`config.mk`:
```
export PLATFORM = sky130hd
export DESIGN_NAME = jala_core_sequencer
export DESIGN_NICKNAME = d
export VERILOG_FILES = /design/src/rtl/jala_core_sequencer.sv
export SDC_FILE = /design/constraint.sdc
export NUM_CORES = 1
export LEC_CHECK = 0
export CAP_MARGIN = 20
export CORE_AREA = 2 2 84 166
export CTS_CLUSTER_SIZE = 24
export DETAILED_ROUTE_END_ITERATION = 6
export DIE_AREA = 0 0 86 168
export HOLD_SLACK_MARGIN = 0.15
export PLACE_DENSITY_LB_ADDON = 0.3
export SYNTH_ARGS = -nofsm -noshare
export SYNTH_HDL_FRONTEND = slang
export SYNTH_SLANG_ARGS = --single-unit
```
`constraint.sdc`:
```
create_clock -name clk -period 2.8 [get_ports clk]
set_clock_uncertainty 0.1 [all_clocks]
set_input_delay 0.56 -clock clk [delete_from_list [all_inputs] [get_ports clk]]
set_output_delay 0.56 -clock clk [all_outputs]
set_load 0.01 [all_outputs]
```
`src/rtl/jala_core_sequencer.sv`:
```
// -----------------------------------------------------------------------------
// jala_core_sequencer
//   Multi-cycle control FSM for the Jala core. Fetches one instruction word
//   over a req/ack port, holds it for the combinational decoder, then steps
//   through DECODE, EXECUTE and WRITEBACK. In WRITEBACK it gates the register
//   file write with the decoder's write enable, advances the PC and counts the
//   retired instruction. A fetch that is never acknowledged ends in a sticky
//   TRAP state that only reset leaves.
//
// Ports
//   clk          in   1   core clock, all state changes on the rising edge
//   reset        in   1   synchronous active-high reset
//   halt         in   1   stop request, honoured in IDLE and WRITEBACK only
//   imem_req     out  1   fetch request, high only in FETCH
//   imem_addr    out  32  fetch address (always the current pc)
//   imem_ack     in   1   imem_rdata is valid this cycle
//   imem_rdata   in   32  fetched instruction word
//   inst         out  32  latched instruction for the decoder
//   dec_write_en in   1   decoder write enable for the current inst
//   rf_write     out  1   register-file write strobe
//   pc           out  32  program counter
//   instret      out  32  retired-instruction count
//   trap         out  1   sticky fetch-timeout flag
// -----------------------------------------------------------------------------
module jala_core_sequencer #(
  parameter logic [31:0] RESET_PC       = 32'h0000_0000,
  parameter int unsigned TIMEOUT_CYCLES = 16
) (
  input  logic        clk,
  input  logic        reset,
  input  logic        halt,
  output logic        imem_req,
  output logic [31:0] imem_addr,
  input  logic        imem_ack,
  input  logic [31:0] imem_rdata,
  output logic [31:0] inst,
  input  logic        dec_write_en,
  output logic        rf_write,
  output logic [31:0] pc,
  output logic [31:0] instret,
  output logic        trap
);

  localparam logic [2:0] S_IDLE      = 3'd0;
  localparam logic [2:0] S_FETCH     = 3'd1;
  localparam logic [2:0] S_DECODE    = 3'd2;
  localparam logic [2:0] S_EXECUTE   = 3'd3;
  localparam logic [2:0] S_WRITEBACK = 3'd4;
  localparam logic [2:0] S_TRAP      = 3'd5;

  localparam logic [31:0] NOP = 32'h0000_0013;

  // Counter only has to reach TIMEOUT_CYCLES-1; keep at least one bit so a
  // timeout of 1 still elaborates.
  localparam int unsigned      CNT_W    = (TIMEOUT_CYCLES > 1) ? $clog2(TIMEOUT_CYCLES) : 1;
  localparam logic [CNT_W-1:0] CNT_LAST = CNT_W'(TIMEOUT_CYCLES - 1);

  logic [2:0]       state;
  logic [2:0]       state_next;
  logic [CNT_W-1:0] cnt;

  // NOTE: every always_comb output gets a default before the case so no path
  // leaves it unassigned; otherwise synthesis infers a latch.
  always_comb begin
    state_next = state;
    case (state)
      S_IDLE:      if (!halt) state_next = S_FETCH;
      // Ack is checked first so an ack on the timeout edge still wins.
      S_FETCH:     if (imem_ack)             state_next = S_DECODE;
                   else if (cnt == CNT_LAST) state_next = S_TRAP;
      S_DECODE:    state_next = S_EXECUTE;
      S_EXECUTE:   state_next = S_WRITEBACK;
      S_WRITEBACK: state_next = halt ? S_IDLE : S_FETCH;
      S_TRAP:      state_next = S_TRAP;
      default:     state_next = S_IDLE;
    endcase
  end

  // NOTE: sequential state uses non-blocking assignments so every register
  // samples its inputs from before the edge, independent of statement order.
  always_ff @(posedge clk) begin
    if (reset) begin
      state   <= S_IDLE;
      pc      <= RESET_PC;
      inst    <= NOP;
      instret <= 32'd0;
      cnt     <= '0;
    end else begin
      state <= state_next;
      case (state)
        S_FETCH: begin
          if (imem_ack) begin
            inst <= imem_rdata;
            cnt  <= '0;
          end else if (cnt != CNT_LAST) begin
            cnt <= cnt + 1'b1;
          end
        end
        S_WRITEBACK: begin
          pc      <= pc + 32'd4;
          instret <= instret + 32'd1;
        end
        default: ;
      endcase
    end
  end

  // Acks outside FETCH never reach inst because the latch is gated by state.
  assign imem_req  = (state == S_FETCH);
  assign imem_addr = pc;
  assign rf_write  = (state == S_WRITEBACK) && dec_write_en;
  assign trap      = (state == S_TRAP);

endmodule

```
==> results.cfg <==
[logic_synthesis]
netlist_instances = 541
seq_area_frac_synth_pct = 44.6
ys_warn_count = 0
ys_seq_elements = 101
syn-cell-area_sq_um = 4530
yosysMostFrequentCell = dfxtp_1
yosysTopAreaCell = dfxtp_1
synthDistinctLibCells = 40
synth_area_per_cell_sq_um = 8.37
synthArstFlopShare_pct = 0
synth_top_area_share_pct = 44.6
synth_area_leaders = dfxtp_1 (45%), xor2_1 (7.3%), nand2_1 (7.1%), buf_4 (5.6%), nor2_1 (5.1%)
synth_edf_count = 0
netlist_top_cells_count = dfxtp_1 (101), nand2_1 (86), nor2_1 (62)
synth_ff_type = dfxtp_1

[setup_path]
worstReg2RegEnd = instret[28]
r2r_cells = 5
reg2reg_slack_ps = 540
crit_required_ps = 2140
worstPathMaxFanout = 8
r2r-start = state[2]
critPathLaunchType = flop
worstPathCellList = nor3b_1 -> and2_1 -> clkdlybuf4s50_1
crit_slowest_cell = clkdlybuf4s50_1
path_delay_family = simple AND/OR/NAND/NOR gates
critPathArrivalTime_ps = 1860
cp-end-kind = output pin
crit_buf_inv = 1
criticalPathCategory = flop to output pin
critical_path.max_stage_delay_ps = 520

[sta]
clock.fmax_mhz = 396
slew_headroom_pct = 60.0
finalHoldViolCount = 0
grt_setup_unrepaired = no
worst_slew_pin_slew_ps = 600
period_minus_slack_ps = 2520
finalSetupViolations = 0
drv_slew = 0
setup_tns_ps = 0
period_share_pct = 90.1
holdWs_ps = 354

[floorplanning]
fp.dieArea_sq_um = 14400
core-area_sq_um = 13300
ios = 168
dieHeight_um = 168
die_x_um = 86
initial_utilization_pct = 34.1
rows = 60

[global_route]
antenna_found_initial = 0
grt_overflow = 0
track_usage_pct = 14.4
grt_pass1_wl_um = 17200
grt_pass1_vias = 3665
grt_start_max_net_pins = 57

[drt]
drt_iter0_markers = 141
dr.pass1.iters = 4
viasPerCell = 4.78
route.detailed.drc = 0
vias = 3946
routed_wl_um = 10300
wl_per_cell_um = 12.5
antenna_left = 0

[hold_path]
holdPathEnd = inst[31]
holdCritStartpoint = inst[31]
hold-path-cell-count = 2
hold_class = flop to flop

[pwr]
pwr-share-comb_pct = 7.4
seq_power_share_pct = 50.8
clockPowerShare_pct = 41.8
finalPower_mw = 2.92
p_int_mw = 2.22
leakage_nw = 2.22
netSwitchingPower_uw = 694
ir_worst_vdd_mv = 0.329
power_density_nw_per_um2 = 458
swShare_pct = 23.8

[placed_design]
place_congestion = 0.740
dp.final_hpwl_um = 7300
place_area_sq_um = 6070
port_buffers = 163

[cts]
clk_path_buf_depth = 2
cts.sinks = 101
post_cts_resized = 0
cts-htree-levels = 3
postCtsSetupBuffers = 0
root_buffer = clkbuf_16
clk_pin_slew_ps = 70
cts_buffers = 9
clkLatencyLatePin_ps = 340
cts_hold_buf = 0
cts_tree = built

[finish]
areaGrowthSynthToFinish_pct = 40.5
finalInstanceArea_sq_um = 6360
fin_nets = 705
antenna_cells = 0
final_core_util_pct = 47.9
drive_gt1_share_pct = 5.52

[run]
maxCapViolations = 0

[run_status]
outcome = completed
[registers in the layout (all words and copies together), names as in the netlist]
name       flops
state          3
imem_addr     30
instret       32
cnt            4
inst          32
[cell type report]
type,count,area [sq um]
clock buffers,10,239
multi-input cells,373,2130
well taps,155,194
fillers,1292,6930
clock inverters,6,51.3
inverters,7,26.3
flip-flops and latches,101,2020
repair buffers,173,1700
[how the worst max path moves through the flow]
stage	from	endpoint	slack (ps)	depth (start not counted)
floorplan	instret[6]	instret[28]	680	6
global placement	dec_write_en	rf_write	490	3
detailed placement	dec_write_en	rf_write	500	3
CTS	state[2]	rf_write	270	3
global route	state[1]	imem_req	190	3
finish	state[2]	rf_write	280	3
[cell families after synthesis]
| group | after synthesis | synth area share, % |
|---|---|---|
| and+or+nand+nor | 260 | 29.0 |
| AOI/OAI and AO/OA | 48 | 5.61 |
| DFF | 101 | 44.6 |
| other | 1 | 0.0828 |
| adders and majority gates | 3 | 0.829 |
| xor gates and xnor gates | 58 | 11.2 |
| buffers and inverters | 70 | 8.67 |
[power by group through the flow]
stage          Clock, mW  Combinational (mW)  Sequential (mW)
2_1_floorplan          0              0.0951             1.52
3_3_place_gp           0               0.219             1.51
3_5_place_dp           0               0.219             1.51
4_1_cts             1.26               0.220             1.48
5_1_grt             1.33               0.239             1.49
6_report            1.22               0.216             1.48
[routing by layer]
layer | vias to the layer above | wire [um] | global-route usage [%]
met3 | 10 | 1040 | 6.52
met1 | 1782 | 4630 | 18.4
met2 | 137 | 4500 | 21.7
met5 | - | 0 | 0
li1 | 2017 | - | -
met4 | 0 | 136 | 4.14
[worst register-to-register path: stages, from the launching register on]
cell and delay [ps]:
dfxtp_1 460, or3b_1 460, nor3_2 430, or3b_2 500, xnor2_1 150, nor2_1 50
[placed cells by master, fill, tap and decap left out, drive strengths merged, types with 2 or more instances in the layout]
cell,instances
buf,11
nor3,11
or3,6
nand2,86
xnor2,20
inv,12
nor4b,2
nand3b,4
or3b,3
nand3,31
nor4,4
o21ai,5
nor2,62
dfxtp,101
clkbuf,10
nand4,19
and2,5
a211oi,3
a21oi,38
clkdlybuf4s50,162
xor2,38
conb,4
ha,3
and4,7
and3,12
[through the flow]
step / setup slack (ps) / cells
6_report: 276 / 825
5_1_grt: 191 / 825
4_1_cts: 269 / 825
3_5_place_dp: 497 / 809
3_3_place_gp: 486 / 809
2_1_floorplan: 683 / 544
No activity file was read; power rests on OpenSTA's default activity.
